[src/rtl/ds_dac_mc.sv]
// Multi-channel delta-sigma DAC modulator: double-buffered frame input, one
// first/second-order modulator per channel with saturating integrators.
module ds_dac_mc #(
    parameter int BW    = 14,
    parameter int CH    = 2,
    parameter int OSR_W = 8
) (
    input  logic             clk_i,
    input  logic             rst_i,
    input  logic [CH*BW-1:0] dac_i,
    input  logic             valid_i,
    output logic             ready_o,
    input  logic             order_i,
    input  logic [OSR_W-1:0] osr_i,
    output logic [CH-1:0]    dac_o,
    output logic             underrun_o
);

    localparam int IW   = BW + 3;  // integrator width
    localparam int SW   = BW + 5;  // headroom for i2 + i1 - fb before saturation
    localparam int FsI  = 2 ** (BW - 1);
    localparam int LimI = 2 ** (BW + 2) - 1;

    localparam logic signed [SW-1:0] Fs   = SW'(FsI);
    localparam logic signed [SW-1:0] Lim  = SW'(LimI);
    localparam logic signed [SW-1:0] NLim = -SW'(LimI);

    function automatic logic signed [IW-1:0] sat(input logic signed [SW-1:0] v);
        logic signed [SW-1:0] r;
        if (v > Lim) begin
            r = Lim;
        end else if (v < NLim) begin
            r = NLim;
        end else begin
            r = v;
        end
        return IW'(r);
    endfunction

    logic [CH*BW-1:0]     shadow_q, shadow_d;
    logic [CH*BW-1:0]     active_q, active_d;
    logic                 full_q, full_d;
    logic [OSR_W-1:0]     cnt_q, cnt_d;
    logic                 order_q, order_d;
    logic [CH-1:0]        dac_q, dac_d;
    logic                 underrun_q, underrun_d;
    logic signed [IW-1:0] i1_q [CH];
    logic signed [IW-1:0] i1_d [CH];
    logic signed [IW-1:0] i2_q [CH];
    logic signed [IW-1:0] i2_d [CH];

    logic frame_end;
    logic clear;

    always_comb begin
        logic signed [SW-1:0] xs, fb, s1, s2;
        logic signed [IW-1:0] t1;
        logic                 d;

        frame_end = cnt_q >= osr_i;
        clear     = frame_end && (order_i != order_q);

        cnt_d      = frame_end ? '0 : cnt_q + 1'b1;
        order_d    = frame_end ? order_i : order_q;
        underrun_d = frame_end && !full_q;
        shadow_d   = shadow_q;
        active_d   = active_q;
        full_d     = full_q;

        // Transfer only when full and accept only when empty, so they never overlap.
        if (frame_end && full_q) begin
            active_d = shadow_q;
            full_d   = 1'b0;
        end
        if (valid_i && !full_q) begin
            shadow_d = dac_i;
            full_d   = 1'b1;
        end

        for (int k = 0; k < CH; k++) begin
            xs = SW'($signed(active_q[k*BW +: BW]));
            d  = order_q ? (i2_q[k] > 0) : (i1_q[k] > 0);
            fb = d ? Fs : -Fs;
            s1 = SW'(i1_q[k]) + xs - fb;
            t1 = sat(s1);
            s2 = SW'(i2_q[k]) + SW'(t1) - fb;
            dac_d[k] = d;
            i1_d[k]  = t1;
            i2_d[k]  = order_q ? sat(s2) : i2_q[k];
            if (clear) begin
                i1_d[k] = '0;
                i2_d[k] = '0;
            end
        end
    end

    always_ff @(posedge clk_i or posedge rst_i) begin
        if (rst_i) begin
            shadow_q   <= '0;
            active_q   <= '0;
            full_q     <= 1'b0;
            cnt_q      <= '0;
            order_q    <= 1'b0;
            dac_q      <= '0;
            underrun_q <= 1'b0;
            for (int k = 0; k < CH; k++) begin
                i1_q[k] <= '0;
                i2_q[k] <= '0;
            end
        end else begin
            shadow_q   <= shadow_d;
            active_q   <= active_d;
            full_q     <= full_d;
            cnt_q      <= cnt_d;
            order_q    <= order_d;
            dac_q      <= dac_d;
            underrun_q <= underrun_d;
            for (int k = 0; k < CH; k++) begin
                i1_q[k] <= i1_d[k];
                i2_q[k] <= i2_d[k];
            end
        end
    end

    assign ready_o    = !full_q;
    assign dac_o      = dac_q;
    assign underrun_o = underrun_q;

endmodule

[config.mk]
export PLATFORM = sky130hd
export DESIGN_NAME = ds_dac_mc
export DESIGN_NICKNAME = d
export VERILOG_FILES = /design/src/rtl/ds_dac_mc.sv
export SDC_FILE = /design/constraint.sdc
export NUM_CORES = 1
export LEC_CHECK = 0
export BUFFER_PORTS_ARGS = -buffer_cell sky130_fd_sc_hd__buf_2
export CORE_UTILIZATION = 40
export CTS_BUF_LIST = sky130_fd_sc_hd__clkbuf_8
export CTS_CLUSTER_DIAMETER = 40
export DETAILED_ROUTE_END_ITERATION = 7
export HOLD_SLACK_MARGIN = 0.1
export PLACE_DENSITY_LB_ADDON = 0.1
export SLEW_MARGIN = 20
export SYNTH_ARGS = -nofsm -noshare
export SYNTH_HDL_FRONTEND = slang
export SYNTH_SLANG_ARGS = --single-unit
[constraint.sdc]
create_clock -name clk_i -period 6.22 [get_ports clk_i]
set_clock_uncertainty 0.1 [all_clocks]
set_input_delay 0.311 -clock clk_i [delete_from_list [all_inputs] [get_ports clk_i]]
set_output_delay 0.311 -clock clk_i [all_outputs]
set_load 0.05 [all_outputs]
==> key figures, run 1 <==
Run status
  – Status: finished with violations
  – Failing checks: negative setup slack

Run
  – Max_cap viols: 0

Floorplanning
  – Initial Util: 0.409
  – Die Wd: around 170 um
  – # IOs: between 40 and 50
  – FP Rows: 62
  – Die outline area: around 30000 um2
  – Placeable Area: about 29000 um2
  – Die height: roughly 170 um

Hold path
  – WHS Endpoint: shadow_q[14]
  – HP Class: primary input to register
  – Hold path cells: 3
  – Worst hold path startpoint: valid_i

Logic synthesis
  – Number of synthesized flops with an enable pin: 0
  – Yosys reg bits: between 100 and 150
  – Syn avg cell area: 8.48 um2
  – Synth Flop Type: dfrtp_1
  – Synth cell types: between 70 and 80
  – Synth top area share: 0.291
  – Mapped Area: between 10000 and 15000 um2
  – Synthesized Nets: between 1500 and 2000
  – Ys async rst share: 1.00
  – Ys Warns: 0
  – Register area share after synthesis: 0.291
  – Top cells by area, synth: dfrtp_1 29%, ha_1 14%, inv_1 7.3%, mux2_2 5.5%, a21oi_1 3.9%
  – Synth Instances: approximately 1400
  – Synth area leader: dfrtp_1

Critical path
  – Crit path kind: register to register
  – Reg2reg start: i2_q[32]
  – Reg2Reg Depth: 26
  – Worst R2R Setup Slack: -0.32 ns
  – Crit path capture type: register
  – CP arrival: a little under 7 ns
  – CP Data Required Time: 6.54 ns
  – Crit start category: register
  – Crit-path max FO: 4
  – Reg-to-reg endpoint: i2_q[17]

Placement
  – Post-DP HPWL: about 26 mm
  – GPL Wtd Cong: slightly above 0.9
  – IO Port Bufs: between 40 and 50
  – Placed cell areas: 14500 um2

Timing
  – Post-layout min period: ~6.5 ns
  – Fin crit share: 1.05
  – Slew @ Worst Pin: approximately 0.9 ns
  – PnR worst setup slack: -0.321 ns
  – Fmax: approximately 0.15 GHz
  – Final setup fails: 32
  – Hold Vio Cnt, Final: 0
  – Fin. max-slew vios: 0
  – Relative slew margins: 0.396
  – RSZ-0062 raised after global routing: yes

Global route
  – Initial antenna violation count: 2
  – Global-route wire length before repair: about 56 mm
  – Vias in the first global route: about 11000
  – Largest net degree at the start of global routing: between 100 and 150
  – Global-route usage over all layers: 0.232
  – Grt ovf: 0

Route
  – DR WL/cell: about 16 um
  – Residual DRC count: 0
  – Detail Route Antenna Nets: 0
  – Via count: approximately 11000
  – Initial DRC Count: ~680
  – DRT Wirelength: around 34 mm
  – 1st-pass router iterations: 5
  – Vias per inst: ~5.2

Finish
  – Layout cells sized above 1: 0.360
  – Footprint of the multi-input gates: about 8500 um2
  – # fillers: 2544
  – Register area: about 3400 um2
  – Layout Cell Area excl Fill: 16600 um2
  – Most common cell after layout, fill and taps aside: buf_4
  – Fin nets: between 1500 and 2000
  – Most frequent cells in the layout: 291 x buf_4, 221 x inv_1, 137 x dfrtp_1, 112 x ha_1, 86 x nand2_1
  – Layout area overhead: 41.5%

Clock tree
  – Root buffer selected by CTS: clkbuf_8
  – Clock Latency Late Sink: ~0.48 ns
  – Worst-case clock buffer depth: 2
  – CTS tree: built
  – Inserted Clock Buffers: 17
  – Clk slew on worst S/H paths: 0.11 ns
  – Htree depth: 4
  – Clk sink count: roughly 140
cells in the mapped netlist (5+ instances only):
master / number
o21ai_0: 52
mux2_2: 57
o22ai_1: 6
a211oi_1: 12
nand4_1: 13
nand3_1: 40
xor2_1: 19
xnor2_1: 32
or3_1: 12
nor2_1: 66
a31o_2: 5
nor2b_1: 5
a31oi_1: 26
ha_1: 133
o31ai_1: 32
o2111ai_1: 11
nand2_1: 90
a211o_1: 7
clkbuf_1: 46
and4_1: 6
o211ai_1: 6
or2_2: 10
nor4_1: 25
inv_1: 230
a21o_1: 28
and3_1: 16
nand2b_1: 12
nor3_1: 13
and2_1: 24
o31a_1: 9
fa_1: 12
o21a_1: 19
a21oi_1: 91
dfrtp_1: 137
a221o_1: 7
critical path: stages, from the launching register on:
cell and delay [ns]:
dfrtp_1 0.40, nor4_1 0.27, buf_4 0.16, nand4_1 0.11, a32o_2 0.33, fa_1 0.57
ha_4 0.22, a21o_1 0.19, a21oi_2 0.14, nand3b_1 0.08, or3_4 0.34, and3_4 0.20
nor4_4 0.22, buf_4 0.17, o22ai_4 0.08, a21o_1 0.19, ha_1 0.28, inv_2 0.05
ha_4 0.28, nand2b_4 0.06, a211o_4 0.35, a221o_1 0.34, a21boi_2 0.17, or3b_1 0.33
or4_1 0.42, o41ai_2 0.24, a32o_1 0.21
flip-flops by register name, summed over array words and instances, names as in the netlist:
| register | count |
|---|---|
| order_q | 1 |
| cnt_q | 8 |
| i2_q | 34 |
| underrun_o | 1 |
| shadow_q | 28 |
| active_q | 28 |
| i1_q | 34 |
| dac_o | 2 |
| full_q | 1 |
stage by stage:
step / utilization / std cells / TNS [ns] / setup WS, ns / hold WS [ns]
CTS: 0.565 / 2130 / -3.90 / -0.238 / 0.364
floorplan: - / 1387 / 0 / 0.00336 / 0.363
finish: 0.579 / 2137 / -4.18 / -0.321 / 0.385
global route: 0.578 / 2136 / -12.21 / -0.520 / 0.401
global placement: 0.504 / 2045 / -13.73 / -0.564 / 0.384
detailed placement: 0.504 / 2045 / -13.65 / -0.567 / 0.391
final cells by class:
class | instances | share of cell area
Timing Repair Buffer | 383 | 0.176
Antenna cell | 1 | 0.000150
Multi-Input combinational cell | 970 | 0.510
Clock inverter | 15 | 0.0129
Tap cell | 384 | 0.0289
Clock buffer | 17 | 0.0141
Inverter | 230 | 0.0523
Sequential cell | 137 | 0.206
routing by layer:
layer,wire length (um),vias to the layer above,GRT usage
met2,15600,181,0.372
met5,13,-,0
met4,382,2,0.0490
li1,-,5619,-
met3,1180,30,0.0309
met1,17200,5365,0.332
what timing repair did:
| action | in CTS | in global routing |
|---|---|---|
| endpoints found under the hold margin | 129 | 0 |
| pin swaps | 47 | 24 |
| setup endpoints to repair | 34 | 34 |
| setup buffers | 22 | 7 |
| gates cloned | 3 | 0 |
| gates resized for setup | 154 | 67 |
| hold buffers | 30 | 0 |
worst max path at each step:
stage,from,endpoint,slack [ns],cells after the start
finish,i2_q[32],i2_q[17],-0.32,26
global route,i2_q[32],i2_q[17],-0.52,27
CTS,i2_q[32],i2_q[17],-0.24,25
detailed placement,i1_q[10],i2_q[0],-0.57,25
global placement,i1_q[10],i2_q[2],-0.56,24
floorplan,i2_q[17],i2_q[17],0.003,25
logic make-up after synthesis:
family	after synthesis	share of synthesized area
xor+xnor	51	0.0380
simple gates	353	0.155
compound gates	362	0.208
flops	137	0.291
buf+inv	281	0.0899
mux	58	0.0554
fa+ha+maj	145	0.162
Power of run 1 is left out: the tool's default activity adds up to more than one toggle a clock period on the data nets, which glitch-free logic cannot reach.
==> run 2: changes to the inputs <==
--- a/config.mk
+++ b/config.mk
@@ -12,6 +12,7 @@
 export DETAILED_ROUTE_END_ITERATION = 7
 export HOLD_SLACK_MARGIN = 0.1
 export PLACE_DENSITY_LB_ADDON = 0.1
+export SETUP_SLACK_MARGIN = 0.3
 export SLEW_MARGIN = 20
 export SYNTH_ARGS = -nofsm -noshare
 export SYNTH_HDL_FRONTEND = slang
==> run 2 against run 1 <==
- the flow still finishes with violations (negative setup slack)
- cell area increased by 1.7%
- final cell count increased by 1.2%
- maximum frequency decreased by 1.4%
- first-iteration DRC count decreased by 19%
- core utilization increased by 0.97 points
- global-route usage increased by 0.48 points
- register-to-register slack got worse by 0.09 ns
==> key figures, run 2 (synthesis results as in run 1) <==
Finish
  – Final core occ: 0.588
  – Fin nets: between 1500 and 2000
  – # diodes: 0
  – Top flop regs: i1_q: 34 flops, i2_q: 34 flops
  – Most common cell after layout, fill and taps aside: buf_4
  – Layout cells sized above 1: 0.375
  – Most frequent cells in the layout: 310 x buf_4, 222 x inv_1, 137 x dfrtp_1, 106 x ha_1, 84 x nand2_1
  – Layout area overhead: 43.9%

Floorplanning
  – FP Rows: slightly above 60
  – Die height: between 150 and 200 um
  – Placeable Area: 28800 um2
  – Die outline area: roughly 30000 um2
  – Initial Util: 0.409
  – Die Wd: 173 um
  – # IOs: 44

Timing
  – Hold Vio Cnt, Final: 0
  – Worst hold margin: around 0.36 ns
  – Fmax: between 0.15 and 0.2 GHz
  – Fin crit share: 1.07
  – PnR worst setup slack: -0.412 ns
  – Post-layout min period: 6.63 ns
  – Slew @ Worst Pin: ~0.95 ns
  – Final setup fails: 33
  – Fin. max-slew vios: 0
  – TNS Setup: -5.97 ns
  – RSZ-0062 raised after global routing: yes
  – Relative slew margins: 0.364

Placement
  – Dpl ws: -0.591 ns
  – IO Port Bufs: 43
  – GPL Wtd Cong: a little under 0.9
  – Post-DP HPWL: between 20 and 30 mm

Clock tree
  – Clk sink count: roughly 140
  – Clk slew on worst S/H paths: 0.09 ns
  – Htree depth: 4
  – Root buffer selected by CTS: clkbuf_8
  – Clock Latency Late Sink: 0.46 ns
  – Worst-case clock buffer depth: 2
  – Inserted Clock Buffers: 17
  – CTS tree: built

Global route
  – Global-route wire length before repair: 57.2 mm
  – Largest net degree at the start of global routing: 75
  – Grt ovf: 0
  – Initial antenna violation count: 0
  – Global-route usage over all layers: 0.237
  – Vias in the first global route: 11614

Critical path
  – Reg2reg start: i2_q[28]
  – Reg-to-reg endpoint: i2_q[17]
  – Worst Path Buf+Inv: 3
  – Slowest CP cell: fa_1
  – CP Data Required Time: 6.53 ns
  – Crit path capture type: register
  – Worst R2R Setup Slack: -0.41 ns
  – Reg2Reg Depth: 26
  – Largest delay share family, worst path: compound AO/OA/AOI/OAI gates
  – CP arrival: around 6.9 ns
  – Crit path kind: register to register
  – CP peak stage delay: between 0.5 and 0.6 ns
  – Crit-path max FO: 3
  – Crit start category: register

Route
  – Detail Route Antenna Nets: 0
  – Via count: roughly 11000
  – Vias per inst: 5.24
  – DR WL/cell: ~16 um
  – DRT Wirelength: 35.1 mm
  – Initial DRC Count: 551
  – Residual DRC count: 0
  – 1st-pass router iterations: 5

Run status
  – Status: finished with violations
  – Failing checks: negative setup slack

Run
  – Max_cap viols: 0

Hold path
  – HP Class: primary input to async pin
run 2: cell types whose count changed in the layout (fill, tap and decap cells not counted), moves of 3 or more:
cell / change
buf_6: +3
a21oi_1: +6
o21ai_0: -5
nand3_2: +7
o21ai_2: +4
a21oi_2: -4
buf_4: +19
nand3_1: -7
ha_4: +4
ha_1: -6
run 2: metrics by stage:
step / cells / cell area (um2)
floorplan: 1387 / 12200
global placement: 2068 / 14900
detailed placement: 2068 / 14900
CTS: 2148 / 16400
global route: 2162 / 16900
finish: 2162 / 16900
run 2: repair_timing:
| action | in CTS | in global routing |
|---|---|---|
| buffers inserted | 15 | 12 |
| pin swaps | 24 | 18 |
| endpoints found under the setup margin | 34 | 34 |
| hold endpoints to repair | 92 | 0 |
| resized for setup | 123 | 91 |
| cloned | 3 | 2 |
| hold buffers | 30 | 0 |
run 2: area by class of cell:
cell class	instances	area [um2]
fillers	2581	11900
multi-input cells	970	8600
flip-flops and latches	137	3430
repair buffers	409	3150
inverters	230	871
well taps	384	480
clock buffers	18	248
clock inverters	14	146
run 2: worst max path at each step:
stage / from / endpoint / slack (ns) / cells after the start
floorplan: i2_q[23] / i2_q[17] / 0.09 / 25
global placement: i2_q[28] / i2_q[17] / -0.47 / 28
detailed placement: i2_q[28] / i2_q[17] / -0.59 / 26
CTS: i2_q[28] / i2_q[17] / -0.41 / 26
global route: i2_q[28] / i2_q[17] / -0.65 / 25
finish: i2_q[28] / i2_q[17] / -0.41 / 26
run 2: metal layers:
metal | GRT usage | routed length, um | up-vias
li1 | - | - | 5673
met1 | 0.295 | 15500 | 5448
met2 | 0.421 | 18000 | 159
met3 | 0.0360 | 946 | 47
met4 | 0.0682 | 711 | 0
met5 | 0 | 0 | -
run 2: worst reg2reg max path, cell delays in order, from the launching register on:
cell and delay [ns]:
dfrtp_1 0.42, nor4_4 0.32, buf_4 0.15, nand4_1 0.11, a32o_2 0.35, fa_1 0.57, ha_4 0.21, a21o_1 0.19
a21oi_2 0.15, nand3b_1 0.09, or3_4 0.35, and3_4 0.20, nor4_4 0.17, buf_4 0.18, o22ai_4 0.09, a21o_1 0.17
ha_1 0.28, inv_2 0.05, ha_4 0.28, nand2b_4 0.06, a211o_1 0.28, a221o_1 0.39, a21boi_1 0.17, or3b_1 0.36
or4_4 0.42, o41ai_2 0.24, a32o_1 0.20
Power of run 2 is left out for the same reason.
